==> src/rtl/i2c_pkg.sv <==
// rtl/i2c_pkg.sv - shared types and constants for the I2C target
package i2c_pkg;

    localparam int   I2C_BYTE_WD = 8;
    localparam logic ACK         = 1'b0;
    localparam logic NACK        = 1'b1;

    typedef enum logic [3:0] {
        IDLE,
        ADDR,
        ADDR_ACK,
        PTR,
        PTR_ACK,
        WR,
        WR_ACK,
        RD,
        RD_ACK
    } i2c_tgt_state_e;

    function automatic logic maj3(input logic a, input logic b, input logic c);
        return (a & b) | (a & c) | (b & c);
    endfunction

endpackage

==> src/rtl/i2c_bus_sync.sv <==
// rtl/i2c_bus_sync.sv - SCL/SDA synchroniser, optional glitch filter (I2C_TGT_GLITCH_FILTER_EN), bus event detection
module i2c_bus_sync
    import i2c_pkg::*;
(
    input  logic clk,
    input  logic rst,
    input  logic scl_i,
    input  logic sda_i,
    output logic sda_s,
    output logic scl_rise,
    output logic scl_fall,
    output logic start_det,
    output logic stop_det
);

    logic [1:0] scl_sync_q;
    logic [1:0] sda_sync_q;
    logic       scl_f;
    logic       sda_f;
    logic       scl_prev_q;
    logic       sda_prev_q;

    // Two-flop synchronisers; reset to the idle-high bus level so no edge appears after reset
    always_ff @(posedge clk or posedge rst) begin
        if (rst) begin
            scl_sync_q <= 2'b11;
            sda_sync_q <= 2'b11;
        end else begin
            scl_sync_q <= {scl_sync_q[0], scl_i};
            sda_sync_q <= {sda_sync_q[0], sda_i};
        end
    end

`ifdef I2C_TGT_GLITCH_FILTER_EN
    logic [1:0] scl_hist_q;
    logic [1:0] sda_hist_q;
    logic       scl_filt_q;
    logic       sda_filt_q;

    // Majority of three consecutive samples: a single-clk pulse never wins two votes
    always_ff @(posedge clk or posedge rst) begin
        if (rst) begin
            scl_hist_q <= 2'b11;
            sda_hist_q <= 2'b11;
            scl_filt_q <= 1'b1;
            sda_filt_q <= 1'b1;
        end else begin
            scl_hist_q <= {scl_hist_q[0], scl_sync_q[1]};
            sda_hist_q <= {sda_hist_q[0], sda_sync_q[1]};
            scl_filt_q <= maj3(scl_sync_q[1], scl_hist_q[0], scl_hist_q[1]);
            sda_filt_q <= maj3(sda_sync_q[1], sda_hist_q[0], sda_hist_q[1]);
        end
    end

    assign scl_f = scl_filt_q;
    assign sda_f = sda_filt_q;
`else
    assign scl_f = scl_sync_q[1];
    assign sda_f = sda_sync_q[1];
`endif

    // One-clk delayed copies for edge and condition detection
    always_ff @(posedge clk or posedge rst) begin
        if (rst) begin
            scl_prev_q <= 1'b1;
            sda_prev_q <= 1'b1;
        end else begin
            scl_prev_q <= scl_f;
            sda_prev_q <= sda_f;
        end
    end

    assign sda_s     = sda_f;
    assign scl_rise  = scl_f & ~scl_prev_q;
    assign scl_fall  = ~scl_f & scl_prev_q;
    assign start_det = scl_f & scl_prev_q & sda_prev_q & ~sda_f;
    assign stop_det  = scl_f & scl_prev_q & ~sda_prev_q & sda_f;

endmodule

==> src/rtl/i2c_target_mem.sv <==
// rtl/i2c_target_mem.sv - I2C target with pointer-addressed register memory; glitch filter via I2C_TGT_GLITCH_FILTER_EN
module i2c_target_mem
    import i2c_pkg::*;
#(
    parameter int         DATA_WD  = 8,
    parameter int         DEPTH    = 128,
    parameter int         PTR_WD   = $clog2(DEPTH),
    parameter logic [6:0] DEV_ADDR = 7'h50
) (
    input  logic               clk,
    input  logic               rst,
    input  logic               scl_i,
    input  logic               sda_i,
    output logic               sda_oe,
    output logic               busy,
    output logic               wr_strobe,
    output logic [PTR_WD-1:0]  wr_addr,
    output logic [DATA_WD-1:0] wr_data
);

    if (DATA_WD != I2C_BYTE_WD) begin : g_data_wd_chk
        $error("i2c_target_mem: DATA_WD must be 8");
    end
    if (DEPTH < 2 || DEPTH > 256 || (DEPTH & (DEPTH - 1)) != 0) begin : g_depth_chk
        $error("i2c_target_mem: DEPTH must be a power of 2 in 2..256");
    end

    logic sda_s, scl_rise, scl_fall, start_det, stop_det;

    i2c_bus_sync u_sync (
        .clk      (clk),
        .rst      (rst),
        .scl_i    (scl_i),
        .sda_i    (sda_i),
        .sda_s    (sda_s),
        .scl_rise (scl_rise),
        .scl_fall (scl_fall),
        .start_det(start_det),
        .stop_det (stop_det)
    );

    i2c_tgt_state_e           state_q, state_d;
    logic [3:0]               cnt_q, cnt_d;
    logic [I2C_BYTE_WD-1:0]   shift_q, shift_d;
    logic [PTR_WD-1:0]        ptr_q, ptr_d;
    logic                     sda_oe_q, sda_oe_d;
    logic                     busy_q, busy_d;
    logic                     wr_strobe_q, wr_strobe_d;
    logic [PTR_WD-1:0]        wr_addr_q, wr_addr_d;
    logic [DATA_WD-1:0]       wr_data_q, wr_data_d;
    logic                     mem_we;
    logic [I2C_BYTE_WD-1:0]   mem_q [DEPTH];

    logic [I2C_BYTE_WD-1:0]   byte_in;
    logic                     byte_done;
    logic                     bus_cond;

    assign byte_in   = {shift_q[I2C_BYTE_WD-2:0], sda_s};
    assign byte_done = scl_rise && (cnt_q == 4'd7);
    assign bus_cond  = start_det | stop_det;

    // State register
    always_ff @(posedge clk or posedge rst) begin
        if (rst) state_q <= IDLE;
        else     state_q <= state_d;
    end

    // Next state: START/STOP override everything; ACK phases end on the SCL fall after the ninth rise
    always_comb begin
        state_d = state_q;
        if (stop_det) begin
            state_d = IDLE;
        end else if (start_det) begin
            state_d = ADDR;
        end else begin
            case (state_q)
                ADDR:     if (byte_done) state_d = (byte_in[7:1] == DEV_ADDR) ? ADDR_ACK : IDLE;
                ADDR_ACK: if (scl_fall && cnt_q == 4'd1) state_d = shift_q[0] ? RD : PTR;
                PTR:      if (byte_done) state_d = PTR_ACK;
                PTR_ACK:  if (scl_fall && cnt_q == 4'd1) state_d = WR;
                WR:       if (byte_done) state_d = WR_ACK;
                WR_ACK:   if (scl_fall && cnt_q == 4'd1) state_d = WR;
                RD:       if (scl_fall && cnt_q == 4'd8) state_d = RD_ACK;
                RD_ACK: begin
                    if (scl_rise && sda_s == NACK)          state_d = IDLE;
                    else if (scl_fall && cnt_q == 4'd1)     state_d = RD;
                end
                default:  state_d = state_q;
            endcase
        end
    end

    // Outputs and datapath next values; SDA only moves on an SCL fall
    always_comb begin
        cnt_d       = cnt_q;
        shift_d     = shift_q;
        ptr_d       = ptr_q;
        sda_oe_d    = sda_oe_q;
        busy_d      = busy_q;
        wr_strobe_d = 1'b0;
        wr_addr_d   = wr_addr_q;
        wr_data_d   = wr_data_q;
        mem_we      = 1'b0;

        if (!bus_cond) begin
            case (state_q)
                ADDR: if (scl_rise) shift_d = byte_in;
                PTR: begin
                    if (scl_rise)  shift_d = byte_in;
                    if (byte_done) ptr_d = byte_in[PTR_WD-1:0];
                end
                WR: begin
                    if (scl_rise) shift_d = byte_in;
                    if (byte_done) begin
                        mem_we      = 1'b1;
                        wr_strobe_d = 1'b1;
                        wr_addr_d   = ptr_q;
                        wr_data_d   = byte_in;
                        ptr_d       = ptr_q + 1'b1;
                    end
                end
                ADDR_ACK, PTR_ACK, WR_ACK: if (scl_fall) sda_oe_d = (cnt_q == 4'd0);
                RD: begin
                    if (scl_rise) shift_d = {shift_q[I2C_BYTE_WD-2:0], 1'b0};
                    if (scl_fall) sda_oe_d = (cnt_q == 4'd8) ? 1'b0 : ~shift_q[I2C_BYTE_WD-1];
                end
                default: ;
            endcase
        end

        // Entering RD fetches the byte at the pointer and presents its MSB
        if (state_d == RD && state_q != RD) begin
            shift_d  = mem_q[ptr_q];
            ptr_d    = ptr_q + 1'b1;
            sda_oe_d = ~mem_q[ptr_q][I2C_BYTE_WD-1];
        end

        if (bus_cond || state_d == IDLE) sda_oe_d = 1'b0;
        if (state_d == ADDR_ACK)         busy_d = 1'b1;
        else if (state_d == IDLE)        busy_d = 1'b0;

        if (state_d == IDLE || bus_cond || state_d != state_q) cnt_d = 4'd0;
        else if (scl_rise)                                    cnt_d = cnt_q + 4'd1;
    end

    // Datapath registers
    always_ff @(posedge clk or posedge rst) begin
        if (rst) begin
            cnt_q       <= '0;
            shift_q     <= '0;
            ptr_q       <= '0;
            sda_oe_q    <= 1'b0;
            busy_q      <= 1'b0;
            wr_strobe_q <= 1'b0;
            wr_addr_q   <= '0;
            wr_data_q   <= '0;
        end else begin
            cnt_q       <= cnt_d;
            shift_q     <= shift_d;
            ptr_q       <= ptr_d;
            sda_oe_q    <= sda_oe_d;
            busy_q      <= busy_d;
            wr_strobe_q <= wr_strobe_d;
            wr_addr_q   <= wr_addr_d;
            wr_data_q   <= wr_data_d;
        end
    end

    // Register memory, cleared on reset
    always_ff @(posedge clk or posedge rst) begin
        if (rst) begin
            for (int i = 0; i < DEPTH; i++) mem_q[i] <= '0;
        end else if (mem_we) begin
            mem_q[ptr_q] <= byte_in;
        end
    end

    assign sda_oe    = sda_oe_q;
    assign busy      = busy_q;
    assign wr_strobe = wr_strobe_q;
    assign wr_addr   = wr_addr_q;
    assign wr_data   = wr_data_q;

endmodule

==> config.mk <==
export PLATFORM = sky130hd
export DESIGN_NAME = i2c_target_mem
export DESIGN_NICKNAME = d
export VERILOG_FILES = /design/src/rtl/i2c_pkg.sv /design/src/rtl/i2c_bus_sync.sv /design/src/rtl/i2c_target_mem.sv
export SDC_FILE = /design/constraint.sdc
export NUM_CORES = 2
export LEC_CHECK = 0
export CORE_MARGIN = 4
export CORE_UTILIZATION = 26
export DETAILED_ROUTE_END_ITERATION = 10
export GPL_ROUTABILITY_DRIVEN = 0
export GPL_TIMING_DRIVEN = 1
export HOLD_SLACK_MARGIN = 0.15
export PLACE_DENSITY_LB_ADDON = 0.3
export SLEW_MARGIN = 30
export SYNTH_ARGS = -nofsm -noshare
export SYNTH_HDL_FRONTEND = slang
export SYNTH_HIERARCHICAL = 1
export SYNTH_SLANG_ARGS = --single-unit
export TNS_END_PERCENT = 50
==> constraint.sdc <==
create_clock -name clk -period 74.5 [get_ports clk]
set_clock_uncertainty 0.05 [all_clocks]
set_input_delay 14.9 -clock clk [delete_from_list [all_inputs] [get_ports clk]]
set_output_delay 14.9 -clock clk [all_outputs]
set_load 0.05 [all_outputs]
# [Word level (Yosys, flattened, before mapping)]
# Index checks and enable logic that the tools add are counted.
# W data, S select, Z words.
[totals] reg_bits=1071 input_bits=4 wordCells=250
[op_classes] n_reduce_logical=22 muxes=43 add_sub_neg=2 bitwise=16 n_lt_le_gt_ge=2 n_eq_ne=24
[op_table] cell="$bwmux W1024" count=1
[op_table] cell="$bmux W8 S7" count=1
[op_table] cell="$demux W8 S7" count=1
[op_table] cell="$mux W8" count=7
[op_table] cell="$mux W4" count=12
[op_table] cell="$mux W7" count=4
[op_table] cell="$pmux W4 S7" count=1
[op_table] cell="$eq A4 B3 Y1 const B" count=6
[op_table] cell="$pmux W8 S2" count=1
[op_table] cell="$pmux W7 S2" count=1
[op_table] cell="$eq A4 B2 Y1 const B" count=3
[op_table] cell="$reduce_and A4 Y1" count=3
[op_table] cell="$mux W1" count=11
[op_table] cell="$ne A3 B3 Y1 const B" count=3
[op_table] cell="$eq A4 B1 Y1 const B" count=2
[op_table] cell="$eq A4 B4 Y1 const B" count=2
[op_table] cell="$ge A8 B8 Y1 const B" count=1
[op_table] cell="$logic_not A4 Y1" count=2
[op_table] cell="$lt A8 B1 Y1 const B" count=1
[op_table] cell="$ne A4 B4 Y1 const B" count=2
[op_table] cell="$not A7 Y8" count=1
[op_table] cell="$add A7 B1 Y7 const B" count=1
[op_table] cell="$and A1 B1 Y1" count=7
[op_table] cell="$eq A7 B7 Y1 const B" count=1
[op_table] cell="other kinds (18)" count=34

# [Depth between registers and ports, before layout]
[depth] ltp_word=12 ltp_mapped=13 mapped_depth_nobuf=11

# [Cells and area by module]
# Netlist, hierarchy kept.
[modules_own_cells] mod="i2c_target_mem" cells_each=3786 area_per_inst_um2=49307.3 instances=1 seq_area_each_um2=26650.6
[modules_own_cells] mod="i2c_bus_sync" cells_each=11 area_per_inst_um2=193.9 instances=1 seq_area_each_um2=157.7

# [Worst setup path before layout]
# No wires, ideal clock.
[synth_timing] kind="flip-flop to output port" startpoint="register wr_addr_q[0], in the netlist wr_addr[0]" endpoint="output wr_addr[0]" arrival_time_ns=0.600 t_required_ns=59.550 setup_slack_ns=58.950 path_stages_with_launch=1 cell_sequence="dfrtp_1"
[synth_lines] item="from (decl)" line_no="i2c_target_mem.sv:49" text="logic [PTR_WD-1:0] wr_addr_q, wr_addr_d;"
[synth_lines] item="from (signal assigned)" line_no="i2c_target_mem.sv:164" text="wr_addr_q <= wr_addr_d;"
[synth_lines] item="to (decl)" line_no="i2c_target_mem.sv:17" text="output logic [PTR_WD-1:0] wr_addr,"
# No word-level cell between the ends.

==> results.md <==
- The run finished with clean final reports.
- The final hold violation count is 0.
- After synthesis, the mean cell area works out to 13.0 µm².
- The cell area after layout is 56,500 µm².
- Counting buffers and inverters, the worst setup path is 5 cells deep.
- Setup violations remaining at the end of the flow were counted as 0.
- The number of global-route vias before repair came to 33.9k.
- No sink is reached through more buffers than the 3 on the longest clock path.
- The commonest register cell after synthesis is dfrtp_1.
- The tightest min-delay check is of the flop to flop type.
- In this design, the largest share of critical-path delay is due to buffers and inverters.
- The standard cell with the maximum stage delay on the critical path is buf_4.
- In this run the cell area of the synthesized design comes to 49,500 µm².
- The clock reaches the later pin of the worst-skew pair after 0.75 ns.
- In the final timing run, aggregate negative setup slack is 0 ns.
- In this run the register-to-register setup slack is 69.17 ns.
- In the synthesized netlist, the cells that appear most often are 1,091 x mux2_2, 1,065 x dfrtp_1, 205 x nand2_1.
- In the synthesized netlist the async set-or-reset flop fraction comes to 100%.
- The library cell occupying the most area in the post-synthesis netlist is dfrtp_1.
- Among the stages of the critical path, the cell type that occurs most often is buf_6.
- The DRC violation total after the first TritonRoute iteration is 2,453.
- VDD sags by at most 0.0194 mV.
- Relative to the synthesized area, the layout overhead comes to 14.2%.
- The setup path with the least slack is of type input port to asynchronous set/reset pin.
- The total overflow left after global routing is 0.
- The final net count is 3,736.
- The number of vias per cell is 5.22.
- The H-tree was split into 3 levels.
- Counting the buffers created by CTS gives 121.
- Dividing total power by cell area gives a power density of 30.0 nW/µm².
- The wire length of the first global-routing pass is 249,000 µm.
- The number of nets handed over by synthesis was 3,805.
- For this configuration, the core starts out at a cell density of 26.2%.
- The critical path ends at mem_q[672].
- Measured along the y axis, the die boundary spans 444 µm.
- The max-slew headroom at the worst pin is 23.4%.
- The max-cap check violation count is 0.
- Before antenna repair, the detailed router went through 6 iterations.
- The launch point of the critical path is rst.
- The maximum number of pins on one net before global-route repair is 184.
- The routed design has 169,000 µm of wire.
- After floorplanning, the core was sized to cover 189,000 µm².
- At the worst endpoint, the arrival time is 18.20 ns.
- The sequential element share of the synthesized area is 54.2%.
- Walking the worst path, the cells encountered are clkdlybuf4s50_1 > inv_8 > buf_6 > buf_6 > buf_4.
- The detailed placer's ending HPWL is 100,000 µm.
- The startpoint of the worst register-to-register path is ptr_q[0].
- The root buffer cell chosen for the clock tree is clkbuf_16.
- The share of the synthesized area in the top cell type is 53.8%.
- The endpoint identified for the worst register-to-register timing path is shift_q[7].
- The depth of the worst register-to-register path is 10.
- The static leakage power is 26.6 nW.
- Buffers inserted to repair hold after CTS numbered 0.
- The number of pins with negative max-slew slack in the final report is 0.
- During placement, the flow inserted port buffers numbering 21.
- The distinct cell type count after synthesis is 88.
- Setup repair after global routing left no endpoint under its margin.
- Yosys mapped a number of flops with a built-in enable equal to 0.
- From left edge to right edge, the die measures 444 µm.
- The number of vias in the routed layout is 33.0k.
- For this run, the slowest stage of the critical path takes 0.71 ns.
- For this run, design rule violations remaining after detail routing come to 0.
- The number of synthesized register bits is 1,071.
- At the pin with the least slew margin, the transition time is 1.14 ns.
- The die covers 197,000 µm².
- The placed cell area is 52,400 µm².
- The warning count from the yosys run is 6.
- The kind of launch point of the worst setup path is an input port.
- The number of buffers and inverters on the critical path is 5.
- The share of layout cells above drive strength 1 is 40.4%.
- The initial antenna violation count is 6.
- During I/O placement, the number of pins put on the boundary was 22.
- The top fanout value on the critical path is 109.
- The all-layer global routing usage is 16.9%.
- The remaining antenna violation count is 0.
- The data required time of the critical path is 75.22 ns.
- Once the clock tree was built, the resizer swapped 0 gates to a different size.
- Yosys attributes the largest share of cell area to dfrtp_1 54%, mux2_2 25%, mux2i_1 2.2%.
- The flip-flop and latch area is 26,900 µm².
- The CTS tree is done.
- The final critical-path required period is 17.47 ns.
- The total number of clock tree sinks is 1,071.
- The number of setup buffers added after CTS is 0.
- The multi-input combinational cells in the finished layout cover a total of 21,400 µm².
- The final critical-path share of the clock period is 23.5%.
- Among all cell types in the netlist, the one instantiated most often is mux2_2.
- The number of fill cells is 19.1k.
- The number of standard cells after synthesis is 3,797.
- The highest clock rate is 57.2 MHz.
- The post-CTS clock slew at the launch and capture registers of the worst setup and hold paths is 0.06 ns.
- In the final routed layout, each cell accounts on average for 26.8 µm.
- The count of standard-cell rows is 159.
- The endpoint kind of the worst setup timing path is an asynchronous set/reset pin.
[cell type report]
type | instances | share of cell area [%]
Clock inverter | 31 | 0.582
Antenna cell | 1 | 0.00443
Clock buffer | 191 | 6.59
Multi-Input combinational cell | 2409 | 37.8
Tap cell | 2495 | 5.52
Timing Repair Buffer | 111 | 1.87
Inverter | 14 | 0.111
Sequential cell | 1071 | 47.5
[registers in the layout, summed over array words and instances (netlist names)]
name and count:
mem_q 1024, shift_q 8, wr_data 8, ptr_q 7, wr_addr 7, cnt_q 4
state_q 4, u_sync/scl_sync_q 2, u_sync/sda_sync_q 2, busy 1, sda_oe 1, u_sync/scl_prev_q 1
u_sync/sda_prev_q 1, wr_strobe 1
[per-layer routing]
layer  GRT usage [%]  vias to the layer above  part of all wire [%]
met5               0                        -                 0.014
met4            5.26                        4                   3.1
met3            2.95                      253                   5.5
met2            26.7                      993                    46
met1            23.5                    17890                    45
li1                -                    13885                     -
[cells by family (layout without fill, tap and decap cells)]
| logic type | Yosys count | count (layout) | synth area share [%] |
|---|---|---|---|
| compound gates | 631 | 631 | 9.06 |
| xor+xnor | 6 | 6 | 0.106 |
| fa+ha+maj | 4 | 4 | 0.101 |
| buf+inv | 317 | 347 | 2.86 |
| flops | 1071 | 1071 | 54.2 |
| mux | 1240 | 1240 | 28.4 |
| other cells | 0 | 1 | 0 |
| simple gates | 528 | 528 | 5.31 |
[where the power goes]
group | total, mW | internal (mW) | switching [mW]
combinational | 0.452 | 0.0977 | 0.354
clock | 0.609 | 0.360 | 0.248
sequential | 0.637 | 0.588 | 0.0496
total | 1.70 | 1.05 | 0.652
[worst min path at each step]
stage	startpoint	to	cells after the start
finish	u_sync/scl_sync_q[0]	u_sync/scl_sync_q[1]	0
global placement	u_sync/sda_sync_q[0]	u_sync/sda_sync_q[1]	0
floorplan	u_sync/scl_sync_q[0]	u_sync/scl_sync_q[1]	0
global route	u_sync/scl_sync_q[0]	u_sync/scl_sync_q[1]	0
detailed placement	u_sync/scl_sync_q[0]	u_sync/scl_sync_q[1]	0
CTS	u_sync/scl_sync_q[0]	u_sync/scl_sync_q[1]	0
[cell usage in the layout (no fill, tap or decap), drive strengths merged, types with 25 or more instances in the layout]
cell / Yosys / routed
buf: 112 / 90
a22oi: 100 / 100
clkinv: 1 / 25
mux2i: 108 / 108
mux2: 1111 / 1111
nand2: 213 / 213
clkbuf: 191 / 191
a21oi: 121 / 121
nor2: 174 / 174
a221oi: 102 / 102
o21ai: 110 / 110
a22o: 30 / 30
nand3: 34 / 34
dfrtp: 1065 / 1065
[per-stage QoR]
stage | std cells | utilization, % | worst slack, ns | hold slack [ns] | power, mW
floorplan | 3797 | - | 29.57 | 0.295 | 0.852
global placement | 6096 | 27.7 | 55.62 | 0.302 | 1.09
detailed placement | 6097 | 27.8 | 55.72 | 0.302 | 1.09
CTS | 6319 | 29.9 | 56.54 | 0.310 | 1.70
global route | 6323 | 30.0 | 56.60 | 0.314 | 1.74
finish | 6323 | 30.0 | 57.03 | 0.309 | 1.70
(Power assumes the default switching activity.)
